$ cat config.mk
export PLATFORM = sky130hd
export DESIGN_NAME = event_byte_sequencer_flat
export DESIGN_NICKNAME = d
export VERILOG_FILES = /design/src/rtl/event_byte_sequencer_if.sv /design/src/rtl/event_byte_sequencer.sv /design/src/flat_wrapper.sv
export SDC_FILE = /design/constraint.sdc
export NUM_CORES = 1
export LEC_CHECK = 0
export CAP_MARGIN = 20
export CORE_MARGIN = 1
export CORE_UTILIZATION = 25
export CTS_CLUSTER_DIAMETER = 30
export DETAILED_ROUTE_END_ITERATION = 10
export GPL_TIMING_DRIVEN = 0
export PLACE_DENSITY = 0.46
export SLEW_MARGIN = 40
export SYNTH_ARGS = -nofsm -noshare
export SYNTH_HDL_FRONTEND = slang
export SYNTH_SLANG_ARGS = --single-unit
$ cat constraint.sdc
create_clock -name clk -period 4.7 [get_ports clk]
set_input_delay 0.94 -clock clk [delete_from_list [all_inputs] [get_ports clk]]
set_output_delay 0.94 -clock clk [all_outputs]
set_load 0.05 [all_outputs]
$ cat src/rtl/event_byte_sequencer_if.sv
// event_byte_sequencer_if: word-in / byte-out valid-ready handshake bundle.
interface event_byte_sequencer_if;
    logic [63:0] in_word;
    logic        in_valid;
    logic        in_ready;
    logic [7:0]  out_byte;
    logic        out_valid;
    logic        out_ready;
    logic        out_first;
    logic        out_last;
    modport master (
        output in_word, in_valid, out_ready,
        input  in_ready, out_byte, out_valid, out_first, out_last
    );
    modport slave (
        input  in_word, in_valid, out_ready,
        output in_ready, out_byte, out_valid, out_first, out_last
    );
endinterface

$ cat src/rtl/event_byte_sequencer.sv
// event_byte_sequencer: serialises 64-bit event words into 8 bytes through an active/shadow pair.
module event_byte_sequencer #(
    parameter bit LSB_FIRST = 1'b1,
    parameter int CNT_W     = 16
) (
    input  logic                  clk,
    input  logic                  reset_n,
    event_byte_sequencer_if.slave bus,
    output logic [2:0]            byte_sel,
    output logic                  busy,
    output logic [CNT_W-1:0]      words_sent
);
    typedef enum logic [1:0] {EMPTY, ACTIVE, FULL} state_t;
    state_t state, state_n;
    logic [63:0] active, active_n, shadow, shadow_n;
    logic [2:0] sel_n, phys;
    logic [CNT_W-1:0] ws_n;
    logic accept, send, fin;
    assign bus.in_ready  = state != FULL;
    assign bus.out_valid = state != EMPTY;
    assign busy          = bus.out_valid;
    assign accept        = bus.in_valid & bus.in_ready;
    assign send          = bus.out_valid & bus.out_ready;
    assign fin           = send & (byte_sel == 3'd7);
    assign phys          = LSB_FIRST ? byte_sel : 3'd7 - byte_sel;
    assign bus.out_byte  = active[{phys, 3'b000} +: 8];
    assign bus.out_first = bus.out_valid & (byte_sel == 3'd0);
    assign bus.out_last  = bus.out_valid & (byte_sel == 3'd7);
    always_ff @(posedge clk or negedge reset_n) begin
        if (!reset_n) begin
            state      <= EMPTY;
            active     <= '0;
            shadow     <= '0;
            byte_sel   <= '0;
            words_sent <= '0;
        end else begin
            state      <= state_n;
            active     <= active_n;
            shadow     <= shadow_n;
            byte_sel   <= sel_n;
            words_sent <= ws_n;
        end
    end
    // A Final always restarts the index; a word arriving on that same cycle skips the shadow
    always_comb begin
        state_n  = state;
        active_n = active;
        shadow_n = shadow;
        sel_n    = fin ? 3'd0 : send ? byte_sel + 3'd1 : byte_sel;
        ws_n     = fin ? words_sent + CNT_W'(1) : words_sent;
        case (state)
            EMPTY: begin
                if (accept) begin
                    active_n = bus.in_word;
                    state_n  = ACTIVE;
                end
            end
            ACTIVE: begin
                if (fin && accept) active_n = bus.in_word;
                else if (fin) state_n = EMPTY;
                else if (accept) begin
                    shadow_n = bus.in_word;
                    state_n  = FULL;
                end
            end
            FULL: begin
                if (fin) begin
                    active_n = shadow;
                    state_n  = ACTIVE;
                end
            end
            default: state_n = EMPTY;
        endcase
    end
endmodule

$ cat src/flat_wrapper.sv
// flat-port wrapper written by rule: the top's interface ports become plain ports
module event_byte_sequencer_flat 
#(
    parameter bit LSB_FIRST = 1'b1,
    parameter int CNT_W     = 16
)
  (clk, reset_n, byte_sel, busy, words_sent, bus_in_word, bus_in_valid, bus_out_ready, bus_in_ready, bus_out_byte, bus_out_valid, bus_out_first, bus_out_last);
  event_byte_sequencer_if bus_i ();
  input  logic clk;
  input  logic reset_n;
  output logic [2:0] byte_sel;
  output logic busy;
  output logic [CNT_W-1:0] words_sent;
  input wire logic [$bits(bus_i.in_word)-1:0] bus_in_word;
  input wire logic [$bits(bus_i.in_valid)-1:0] bus_in_valid;
  input wire logic [$bits(bus_i.out_ready)-1:0] bus_out_ready;
  output wire logic [$bits(bus_i.in_ready)-1:0] bus_in_ready;
  output wire logic [$bits(bus_i.out_byte)-1:0] bus_out_byte;
  output wire logic [$bits(bus_i.out_valid)-1:0] bus_out_valid;
  output wire logic [$bits(bus_i.out_first)-1:0] bus_out_first;
  output wire logic [$bits(bus_i.out_last)-1:0] bus_out_last;
  assign bus_i.in_word = bus_in_word;
  assign bus_i.in_valid = bus_in_valid;
  assign bus_i.out_ready = bus_out_ready;
  assign bus_in_ready = bus_i.in_ready;
  assign bus_out_byte = bus_i.out_byte;
  assign bus_out_valid = bus_i.out_valid;
  assign bus_out_first = bus_i.out_first;
  assign bus_out_last = bus_i.out_last;
  event_byte_sequencer #(.LSB_FIRST(LSB_FIRST), .CNT_W(CNT_W)) u_core (.clk(clk), .reset_n(reset_n), .bus(bus_i), .byte_sel(byte_sel), .busy(busy), .words_sent(words_sent));
endmodule
==> results of run 1 <==
==> registers in the layout (all words and copies together), names as in the netlist <==
register	count
u_core.active	64
u_core.byte_sel	3
u_core.shadow	64
u_core.state	2
u_core.words_sent	16
==> final cells by class <==
class,count,area [um2]
Clock buffer,21,450
Timing Repair Buffer,101,1050
Fill cell,2693,17500
Sequential cell,149,3730
Inverter,4,15.0
Multi-Input combinational cell,413,2790
Tap cell,335,419
Buffer,42,233
Clock inverter,11,105
==> layer usage <==
metal / routed length (um) / part of all wire [%] / GRT usage (%)
met5: 0 / 0 / 0
met2: 8400 / 44 / 21.2
met4: 229 / 1.2 / 4.51
met3: 754 / 3.9 / 3.14
met1: 9730 / 51 / 21.0
==> metrics by stage <==
stage / setup WS, ns / util (%) / area [um2] / power [mW]
after floorplan: 1.39 / - / 6760 / 4.06
after global placement: -3.94 / 31.1 / 8170 / 4.97
after detailed placement: 1.19 / 31.3 / 8230 / 5.00
after CTS: 0.728 / 33.4 / 8790 / 6.33
after global routing: 0.612 / 33.4 / 8790 / 6.66
final: 0.702 / 33.4 / 8790 / 6.27
==> cells by family (layout without fill, tap and decap cells) <==
| kind of cell | after synthesis | in the layout | share of synthesized area (%) |
|---|---|---|---|
| mux | 91 | 91 | 17.8 |
| simple gates | 231 | 231 | 14.0 |
| flops | 149 | 149 | 55.1 |
| buf+inv | 46 | 179 | 3.66 |
| compound gates | 72 | 72 | 6.74 |
| fa+ha+maj | 4 | 4 | 0.740 |
| xor+xnor | 15 | 15 | 1.94 |
==> report_power, final <==
part	leakage [nW]	switching, mW	internal [mW]
logic	1.65	1.53	1.19
registers	1.75	0.379	1.88
clock network	0.259	0.557	0.743
total	3.66	2.47	3.81
==> cell usage after synthesis, types with 4 or more instances <==
cell type	number
a31oi_1	65
buf_2	11
buf_4	16
clkbuf_1	13
dfrtp_1	149
ha_1	4
inv_1	4
mux2_2	75
mux4_2	16
nand2_1	136
nand3_1	5
nand4_1	6
nor2_1	69
xnor2_1	10
xor2_1	5
==> cell usage in the layout (no fill, tap or decap), types with 2 or more instances in the layout <==
cell type,synthesis,final
dfrtp_1,149,149
nand2_1,136,136
clkdlybuf4s50_1,0,98
mux2_2,75,75
nor2_1,69,69
a31oi_1,65,65
clkbuf_16,0,17
buf_4,16,16
clkbuf_1,13,16
mux4_2,16,16
buf_2,11,11
xnor2_1,10,10
nand4_1,6,6
nand3_1,5,5
xor2_1,5,5
inv_1,4,4
ha_1,4,4
clkinv_4,0,4
clkinvlp_4,0,4
and3_1,3,3
nor3_1,3,3
nor2b_1,2,2
o21ai_0,2,2
clkinv_2,0,2
buf_16,0,2
==> how the worst min path moves through the flow <==
stage                                      startpoint                           endpoint  cells after the start
floorplan                u_core.shadow[0]$_DFFE_PN0P_       u_core.shadow[0]$_DFFE_PN0P_                      1
global placement    u_core.words_sent[15]$_DFFE_PN0P_  u_core.words_sent[15]$_DFFE_PN0P_                      1
detailed placement  u_core.words_sent[15]$_DFFE_PN0P_  u_core.words_sent[15]$_DFFE_PN0P_                      1
CTS                                           reset_n      u_core.shadow[49]$_DFFE_PN0P_                      1
global route                                  reset_n      u_core.active[47]$_DFFE_PN0P_                      1
finish                                        reset_n      u_core.shadow[49]$_DFFE_PN0P_                      1
==> results.md, run 1 <==
- Layout cell share with drive strength beyond 1: 20.8%
- Worst R2R Start: u_core.byte_sel[1]$_DFFE_PN0P_
- Area share of the largest cell type after synthesis: 55.1%
- Fraction of registers with async set/reset: 100%
- Critical-path maximum fanout: 10
- Routed Antenna Nets: 0
- RSZ-0062 raised after global routing: false
- Finish-stage setup viols: 0
- Register area share after synthesis: 55.1%
- DR iter-0 viols: 308
- Worst Setup Start Kind: register
- Setup TNS: 0 ns
- TritonRoute pass-1 iters: 10
- Worst-path clk slew: 0.06 ns
- Max-Cap Viols: 0
- Worst reg2reg path depth: 7
- Slew Viols, Final: 0
- CTS Buf Count: 17
- Starting density of the core: 25.7%
- # rows: 59
- Fin crit share: 85.1%
- Number of flops mapped to enable cells by yosys: 0
- FMAX: 250 MHz
- Reg2reg setup slack: 2.38 ns
- Placed insts: 1044
- Critical-path top delay cell: clkdlybuf4s50_1
- WL final: 19100 um
- Syn Inst Count: 608
- Via count of the first global-routing pass: 5012
- Initial antenna violation count: 0
- DIE WIDTH: 166 um
- Io pins: 100
- PortBufs: 99
- Layout area overhead: 30.0%
- Clk root buf: clkbuf_16
- Pwr dens: 714 mW/mm2
- Crit path capture type: output pin
- Final hold slack: 0.393 ns
- Area leader, netlist: dfrtp_1
- Synth Warn #: 0
- Synthesis-stage register bit count: 149
- Post-Syn Nets: 680
- CP peak stage delay: 0.71 ns
- GRT overflow: 0
- Final non-filler cell total: 1076
- Worst EP required: 3.76 ns
- Kind of critical path: register to output pin
- Ranking of synthesized cells by area: dfrtp_1 55%, mux2_2 12%, nand2_1 7.5%
- Run status: finished, violations left
- Core Area: 0.0263 mm2
- Clock sinks: 149
- GP Congestion: 0.749
- Routed via count: 4945
- Resize count post-CTS: 0
- Pin count of the biggest net entering global routing: 64
- Worst Path Arrival: 3.06 ns
- H-tree levels: 4
- Syn Area/Cell: 11.1 um2
- Synthesized cell area: 0.00676 mm2
- Worst reg2reg endpoint: u_core.shadow[38]$_DFFE_PN0P_
- Worst slew pin tran: 0.738 ns
- Die height: 166 um
- Critical Path Start: u_core.byte_sel[1]$_DFFE_PN0P_
- LEAKAGE: 3.66 nW
- Max rail drop VDD: 0.552 mV
- Clk Latency, worst-skew pair: 0.43 ns
- Post-DP HPWL: 13700 um
- Clk buf depth: 2
- Critical path depth in cells: 5
- CTS Hold Bufs: 0
- DR vias/cell: 4.60
- Min-Delay Path Class: input pin to asynchronous set/reset pin
- First-pass GRT wire length: 30000 um
- Top FF cell, synth: dfrtp_1
- Failing checks: DRC
- Crit path cell chain: clkbuf_1 > buf_2 > mux4_2 > mux2_2 > clkdlybuf4s50_1
- Die area: 0.0277 mm2
- N_diodes: 0
- Buf+Inv Stages, Crit Path: 3
- Nets: 800
- Final worst path period need: 4.00 ns
- Slew HR: 50.8%
- CTS tree: built
- Critical Path End: bus_out_byte[6]
- Post-CTS setup buffer count: 0
- DRC violations left: 7
- Fin. Hold Viols: 0
- DR WL/cell: 17.8 um
- Unique cell type count in the Yosys netlist: 33
- Total track usage: 14.4%
- Clk_skew: 0.0101 ns
- Top delay family on crit path: buffers and inverters
(Power assumes the default switching activity.)
==> run 2, diff against run 1 <==
Settings changed: CTS_CLUSTER_SIZE from default to 25, SLEW_MARGIN 40 to 10.
==> results.md, run 2 (synthesis gave the netlist of run 1 again) <==
- Core Area: 0.0263 mm2 (unchanged)
- DR vias/cell: 4.60 (+0.10%)
- Flop pwr share: 35.4% (-0.6 points)
- Worst EP required: 3.76 ns (about the same)
- Initial antenna violation count: 0 (unchanged)
- LEAKAGE: 3.68 nW (+0.60%)
- Most frequent cells in the layout: 149 x dfrtp_1, 136 x nand2_1, 98 x clkdlybuf4s50_1
- Nets: 799 (-0.13%)
- Die height: 166 um (unchanged)
- Layout cell share with drive strength beyond 1: 21.1% (+0.30 points)
- RSZ-0062 raised after global routing: false
- Critical-path top delay cell: clkdlybuf4s50_1
- Switching power: 2.48 mW (+0.54%)
- Max rail drop VDD: 0.662 mV (+20%)
- Resize count post-CTS: 0 (unchanged)
- Min-Delay Path Class: input pin to asynchronous set/reset pin
- Switching share of total power: 38.9% (-0.41 points)
- Final design utilization: 33.5% (+0.10 points)
- Total track usage: 14.5% (+0.025 points)
- First-pass GRT wire length: 30100 um (+0.21%)
- Routed Antenna Nets: 0 (unchanged)
- Commonest non-fill, non-tap cell in the layout: dfrtp_1
- TritonRoute pass-1 iters: 10 (unchanged)
- GRT overflow: 0 (unchanged)
- Slew HR: 57.7% (+7.0 points)
- Kind of critical path: register to output pin
- Post-DP HPWL: 13600 um (-0.67%)
- Total power: 6.37 mW (+1.6%)
- Worst Path Arrival: 3.02 ns (-0.04 ns)
- Die area: 0.0277 mm2 (unchanged)
- Clk Latency, worst-skew pair: 0.43 ns (about the same)
- Run status: finished, violations left
- Crit path cell chain: clkbuf_1 > buf_2 > mux4_2 > mux2_2 > clkdlybuf4s50_1
- Clk_skew: 0.0118 ns (+0.00166 ns)
- Clk buf depth: 2 (unchanged)
- DIE WIDTH: 166 um (unchanged)
- Pwr dens: 723 mW/mm2 (+1.3%)
- Critical-path maximum fanout: 10 (unchanged)
- Fin crit share: 84.3% (-0.79 points)
- CTS Hold Bufs: 0 (unchanged)
- DRC violations left: 14 (+7)
- DR WL/cell: 17.7 um (-0.54%)
- Worst-path clk slew: 0.07 ns (about the same)
- Failing checks: DRC
- Finish-stage setup viols: 0 (unchanged)
- PortBufs: 99 (unchanged)
- Worst slew pin tran: 0.634 ns (-0.104 ns)
- Crit path capture type: output pin
- CTS Buf Count: 17 (unchanged)
- GP Congestion: 0.749 (unchanged)
- Layout area overhead: 30.4%
- Fin. Hold Viols: 0 (unchanged)
- Worst Setup Start Kind: register
- Final worst path period need: 3.96 ns (-0.0373 ns)
- Clk root buf: clkbuf_16
- DR iter-0 viols: 282 (-8.4%)
- Post-CTS setup buffer count: 0 (unchanged)
- WL final: 19000 um (-0.54%)
- # rows: 59 (unchanged)
- CTS tree: built
- Top Registers: u_core.active x64, u_core.shadow x64, u_core.words_sent x16
- H-tree levels: 4 (unchanged)
- Pin count of the biggest net entering global routing: 97 (+52%)
- Io pins: 100 (unchanged)
- Slew Viols, Final: 0 (unchanged)
- Starting density of the core: 25.7% (unchanged)
- Logic pwr share: 42.5% (-0.8 points)
- Max-Cap Viols: 0 (unchanged)
- Clock sinks: 149 (unchanged)
- Clock group share of total power: 22.1% (+1.4 points)
- Routed via count: 4950 (+0.10%)
- Internal Pwr Total: 3.89 mW (+2.3%)
- FMAX: 252 MHz (+0.94%)
- CP peak stage delay: 0.71 ns (about the same)
- Via count of the first global-routing pass: 5085 (+1.5%)
run 2: final timing paths:
path / start / to / slack (ns) / cells past startpoint
min reg2reg: u_core.words_sent[15]$_DFFE_PN0P_ / u_core.words_sent[15]$_DFFE_PN0P_ / 0.49 / 1
max reg2reg: u_core.byte_sel[1]$_DFFE_PN0P_ / u_core.shadow[38]$_DFFE_PN0P_ / 2.38 / 7
max in group asynchronous: reset_n / u_core.words_sent[1]$_DFFE_PN0P_ / 3.47 / 2
max: u_core.byte_sel[1]$_DFFE_PN0P_ / bus_out_byte[6] / 0.74 / 5
min in group clk: u_core.words_sent[15]$_DFFE_PN0P_ / u_core.words_sent[15]$_DFFE_PN0P_ / 0.49 / 1
min: reset_n / u_core.shadow[47]$_DFFE_PN0P_ / 0.42 / 1
run 2: layer usage:
layer / up-vias / global-route usage, % / share of wire, %
li1: 2365 / - / -
met1: 2454 / 20.9 / 50
met2: 114 / 21.3 / 44
met3: 17 / 3.42 / 4.0
met4: 0 / 4.47 / 1.6
met5: - / 0 / 0
run 2: layout make-up:
type	count	area (um2)
diodes	1	2.50
plain buffers	42	233
clock buffers	20	467
clock inverters	12	141
fillers	2709	17500
inverters	4	15.0
multi-input cells	413	2790
flip-flops and latches	149	3730
well taps	335	419
repair buffers	100	1020
run 2: critical path, delay by kind of cell, from the launching register on:
family,cells,cell delay (ns)
DFF,1,0.39
muxes,2,0.69
buffers and inverters,3,1.51
run 2: stage by stage:
stage               setup TNS, ns  std cells  area [um2]  setup slack, ns  hold slack [ns]
floorplan                       0        608        6760             1.39            0.479
global placement          -585.03       1042        8170            -3.94            0.465
detailed placement              0       1043        8200             1.19            0.493
CTS                             0       1075        8810            0.717            0.433
global route                    0       1075        8810            0.609            0.437
finish                          0       1076        8810            0.739            0.421
run 2: power by group through the flow:
stage,logic (mW),clock network [mW],registers (mW)
4_1_cts,2.74,1.45,2.25
2_1_floorplan,1.89,0,2.17
6_report,2.71,1.41,2.26
5_1_grt,2.95,1.50,2.32
3_5_place_dp,2.73,0,2.27
3_3_place_gp,2.70,0,2.27
==> run 3, diff against run 2 <==
Settings changed: PLACE_DENSITY 0.46 to 0.47.
Clock period 4.7 ns to 3.4 ns, I/O delays scaled along.
==> results.md, run 3 (synthesis gave the netlist of run 1 again) <==
- DR vias/cell: 4.53 (-1.5%)
- CTS tree: built
- FMAX: 310 MHz
- RSZ-0062 raised after global routing: false
- Slew Viols, Final: 0 (unchanged)
- CTS Buf Count: 17 (unchanged)
- Slew HR: 56.7% (-1.1 points)
- Reg2reg setup slack: 1.09 ns (-1.29 ns)
- Io pins: 100 (unchanged)
- GR Util met3: 2.78% (-0.64 points)
- CTS Hold Bufs: 0 (unchanged)
- Initial antenna violation count: 0 (unchanged)
- Clk_skew: 0.00941 ns (-0.00236 ns)
- Worst reg2reg path depth: 7 (unchanged)
- PortBufs: 99 (unchanged)
- Min-Delay Path Class: input pin to asynchronous set/reset pin
- Worst slew pin tran: 0.650 ns (+0.0159 ns)
- Layout area overhead: 29.8%
- Layout cell share with drive strength beyond 1: 21.1% (unchanged)
- Commonest non-fill, non-tap cell in the layout: dfrtp_1
- Critical Path Start: u_core.byte_sel[0]$_DFFE_PN0P_
- Max-Cap Viols: 0 (unchanged)
- Die height: 166 um (unchanged)
- Worst R2R Start: u_core.byte_sel[1]$_DFFE_PN0P_
- Filler cells: 2714 (+0.18%)
- Total power: 8.62 mW (+35%)
- Crit path capture type: output pin
- Fin. Hold Viols: 0 (unchanged)
- Worst Setup Start Kind: register
- Post-DP HPWL: 13600 um (-0.43%)
- Worst reg2reg endpoint: u_core.shadow[36]$_DFFE_PN0P_
- LEAKAGE: 3.69 nW (about the same)
- FF/Latch Area: 0.00373 mm2 (unchanged)
- Multi-input gate area: 0.00279 mm2 (unchanged)
- Top Registers: u_core.active x64, u_core.shadow x64, u_core.words_sent x16
- Design Area, Final: 0.00878 mm2 (-0.43%)
- WL final: 19000 um (-0.24%)
- CP peak stage delay: 0.53 ns (-0.18 ns)
- Routed Antenna Nets: 0 (unchanged)
- DIE WIDTH: 166 um (unchanged)
- Post-CTS setup buffer count: 0 (unchanged)
- # rows: 59 (unchanged)
- DR iter-0 viols: 327 (+16%)
- Via count of the first global-routing pass: 5015 (-1.4%)
- Max rail drop VDD: 0.693 mV (+4.7%)
- Cell Area, Placed: 0.00820 mm2 (unchanged)
- Total track usage: 14.4% (-0.064 points)
- DR WL/cell: 17.6 um (-0.24%)
- Final worst path period need: 3.22 ns
- Clock sinks: 149 (unchanged)
- Grt met1 use: 20.7% (-0.22 points)
- Nets: 799 (unchanged)
- Final hold slack: 0.203 ns (-0.218 ns)
- GRT overflow: 0 (unchanged)
- Clk Latency, worst-skew pair: 0.43 ns (about the same)
- Most frequent cells in the layout: 149 x dfrtp_1, 136 x nand2_1, 88 x clkdlybuf4s50_1
- Finish-stage setup viols: 0 (unchanged)
- Crit path cell chain: buf_4 > buf_6 > mux4_2 > mux2_2 > dlygate4sd2_1
- TritonRoute pass-1 iters: 7 (-3)
- Global-route track usage on met2: 21.7% (+0.42 points)
- Run status: finished, violations left
- Starting density of the core: 25.7% (unchanged)
- Core Area: 0.0263 mm2 (unchanged)
- Setup TNS: 0 ns (unchanged)
- GP Congestion: 0.764 (+2.0%)
- Critical-path maximum fanout: 10 (unchanged)
- Pin count of the biggest net entering global routing: 78 (-20%)
- Die area: 0.0277 mm2 (unchanged)
- Pwr dens: 982 mW/mm2 (+36%)
- Fin crit share: 94.8%
- Critical Path End: bus_out_byte[2]
- Global routing's busiest layer: met2
- DRC violations left: 18 (+4)
- Routed via count: 4878 (-1.5%)
- Critical-path top delay cell: mux4_2
- Failing checks: DRC
- Kind of critical path: register to output pin
- Clk buf depth: 2 (unchanged)
- Worst-path clk slew: 0.07 ns (about the same)
- Worst EP required: 2.72 ns (-1.04 ns)
- Clk root buf: clkbuf_16
- Worst Path Arrival: 2.54 ns (-0.48 ns)
- H-tree levels: 4 (unchanged)
- First-pass GRT wire length: 30100 um (-0.18%)
[run 3: cell count changes in the layout (fill, tap and decap cells not counted), sizes merged, moves of 2 or more]
cell and delta:
clkinv +2, dlygate4sd2 +8, inv -4, clkinvlp +2
clkdlybuf4s50 -10
[run 3: worst min-delay path by stage]
stage                                                  from                                 to  depth (start not counted)
after floorplan                                     reset_n       u_core.active[0]$_DFFE_PN0P_                          0
after global placement    u_core.words_sent[15]$_DFFE_PN0P_  u_core.words_sent[15]$_DFFE_PN0P_                          1
after detailed placement  u_core.words_sent[15]$_DFFE_PN0P_  u_core.words_sent[15]$_DFFE_PN0P_                          1
after CTS                                           reset_n      u_core.shadow[58]$_DFFE_PN0P_                          1
after global routing                                reset_n      u_core.shadow[58]$_DFFE_PN0P_                          1
final                                               reset_n      u_core.shadow[58]$_DFFE_PN0P_                          1
[run 3: where the power goes]
part | total, mW | internal [mW] | leakage [nW] | switching, mW
clock network | 1.87 | 1.10 | 0.272 | 0.774
logic | 3.63 | 1.56 | 1.66 | 2.07
registers | 3.12 | 2.60 | 1.75 | 0.523
[run 3: what timing repair did]
action | CTS | global route
gates resized for setup | 10 | 4
endpoints found under the setup margin | 10 | 3
hold endpoints to repair | 0 | 0
[run 3: final cells by class]
cell class / count / area share, %
Clock buffer: 20 / 5.09
Clock inverter: 12 / 1.50
Timing Repair Buffer: 100 / 11.5
Sequential cell: 149 / 42.5
Inverter: 4 / 0.171
Buffer: 42 / 2.71
Multi-Input combinational cell: 413 / 31.7
Tap cell: 335 / 4.78
Antenna cell: 1 / 0.0285
[run 3: metal layers]
layer | part of all wire [%] | vias up | routed length [um]
met5 | 0 | - | 0
met4 | 1.2 | 0 | 233
met2 | 44 | 114 | 8430
li1 | - | 2354 | -
met3 | 5.3 | 16 | 1010
met1 | 49 | 2394 | 9300
[run 3: per-stage QoR]
stage	util, %	setup slack [ns]	cells
2_1_floorplan	-	0.348	608
3_3_place_gp	31.1	-4.95	1042
3_5_place_dp	31.2	0.152	1043
4_1_cts	33.4	0.0515	1075
5_1_grt	33.4	0.0637	1075
6_report	33.4	0.177	1076
[run 3: worst max-delay path: cells and delay by family (launching register included)]
| family | cells | cell delay [ns] |
|---|---|---|
| flops | 1 | 0.38 |
| buf+inv | 3 | 0.89 |
| mux | 2 | 0.85 |
==> RTL edit: new RTL, config.mk and constraints of run 3 <==
`words_sent` no longer has a reset.
--- a/src/rtl/event_byte_sequencer.sv
+++ b/src/rtl/event_byte_sequencer.sv
@@ -33,5 +33,4 @@
             shadow     <= '0;
             byte_sel   <= '0;
-            words_sent <= '0;
         end else begin
             state      <= state_n;
@@ -39,6 +38,9 @@
             shadow     <= shadow_n;
             byte_sel   <= sel_n;
-            words_sent <= ws_n;
         end
+    end
+
+    always_ff @(posedge clk) begin
+        words_sent <= ws_n;
     end
     // A Final always restarts the index; a word arriving on that same cycle skips the shadow
Function: differs if reset_n is asserted again (counterexample within 10 cycles, from zero or initial values and one cycle with reset_n low); with reset_n held inactive, the same outputs for 10 cycles.
==> RTL edit against run 3 <==
- synthesized cell count decreased by 0.99%
- final area increased by 6.2%
- sequential cell count unchanged
- highest routed layer unchanged
- wire length about the same
- sequential power about the same
- critical path type unchanged
- global-route usage decreased by 0.57 points
- critical path depth unchanged
- sequential share of layout area decreased by 1.6 points
- total power increased by 4.8%
- synthesized area increased by 7.1%
- worst setup slack got worse by 77 ps
==> RTL edit: results (changes against run 3) <==
Worst setup path
  – Capture point of the worst path: bus_out_byte[3]
  – Depth of the worst register-to-register path: 6 (-1)
  – Capture point of the worst reg-to-reg path: u_core.shadow[58]$_DFFE_PN0P_
  – Source of the worst register-to-register timing path: u_core.byte_sel[0]$_DFFE_PN0P_
  – Slowest stage delay, CP: 570 ps (+40 ps)
  – Flop-to-flop setup slack: 1110 ps (+20 ps)

Synth
  – Syn_nets: 674 (-0.88%)
  – Most frequent cells after synthesis: sky130_fd_sc_hd__nand2_1 (136), sky130_fd_sc_hd__dfrtp_1 (133), sky130_fd_sc_hd__mux2_2 (74)
  – Number of enable flip-flop cells after synthesis: 16 (+16)
  – Number of different library cells in the post-synthesis netlist: 35 (+6.1%)
  – Area share of fa/ha/maj cells after synthesis: 0.691% (-0.049 points)
  – Synth Area in XOR/XNOR: 1.69% (-0.25 points)
  – Top cells by area, synth: sky130_fd_sc_hd__dfrtp_1 (46%), sky130_fd_sc_hd__mux2_2 (12%), sky130_fd_sc_hd__a31oi_2 (9.7%), sky130_fd_sc_hd__nand2_1 (7.1%), sky130_fd_sc_hd__edfxtp_1 (6.6%)
  – Fraction of the yosys area taken by sequential cells: 52.6% (-2.5 points)
  – Asr flop ratio synth: 89.3% (-11 points)
  – Compound-Gate Fraction of Synth Area: 11.1% (+4.4 points)

Cells and area
  – Share of layout cells above drive strength 1: 28.6% (+7.5 points)
  – Fill cell count: 2844 (+4.8%)
  – Net total in the final layout: 793 (-0.75%)
  – Multi-input gate area in the final layout: 3080 sq um (+11%)

Detailed routing
  – Iter 0 DRT Violations: 232 (-29%)
  – Via count: 4837 (-0.84%)
  – Average wire length per cell after detail routing: 17.0 um (-3.3%)
  – Routed length on met3: 639 um (-37%)
  – Wire length the detailed router placed on met1: 9150 um (-1.6%)
  – Via-per-instance ratio: 4.35 (-4.1%)

Power and ir drop
  – Maximum ir drop on the vdd rail: 0.578 mV (-17%)
  – Switching Power: 0.00348 W (+3.2%)

STA
  – Slew Limit Headroom: 47.3% (-9.4 points)
  – Fin Hold WS: 138 ps (-65.6 ps)
  – Clock Skew: 8.12 ps (-1.29 ps)

Global route
  – Total track usage: 13.8% (-0.57 points)
  – Vias in the first global route: 5096 (+1.6%)
  – Largest net degree at the start of global routing: 95 (+22%)
  – Fraction of met1 tracks used by global routing: 18.8% (-1.8 points)
  – Routing usage on met2: 21.7% (-0.034 points)

Placement
  – Post-detailed-placement cell area: 8740 sq um (+6.5%)
  – Half-perimeter wire length of the detailed placement result: 13700 um (+1.2%)
  – Setup slack at placement: 102 ps (-49.8 ps)
  – DP Cell Count: 1080 (+3.5%)

Outcome
  – Result of the run: completed

Clock tree
  – Number of gates given a new drive strength after cts: 9 (-1)
[RTL edit: kinds of logic (layout without fill, tap and decap cells)]
kind of cell,after synthesis,in the layout
and+or+nand+nor,227,227
DFF,149,149
muxes,90,90
AOI/OAI and AO/OA,72,72
buffers and inverters,46,178
xor gates and xnor gates,14,14
adders and majority gates,4,4
[RTL edit: power groups by stage]
stage          combinational, W  clock (W)  sequential (W)
6_report                0.00399    0.00192         0.00313
5_1_grt                 0.00434    0.00204         0.00323
4_1_cts                 0.00407    0.00195         0.00314
3_5_place_dp            0.00415          0         0.00316
3_3_place_gp            0.00411          0         0.00315
2_1_floorplan           0.00300          0         0.00301
[RTL edit: cell type report]
cell class              instances  area share [%]
multi-input cells             407            33.1
inverters                       5           0.201
plain buffers                  41            3.59
well taps                     378            5.08
repair buffers                100            10.9
flip-flops and latches        149            40.9
clock inverters                10            1.41
clock buffers                  22            4.87
[RTL edit: worst max-delay path, delay by kind of cell (launching register included)]
family	cells	cell delay (ps)
buf+inv	3	900
mux	2	880
flops	1	420
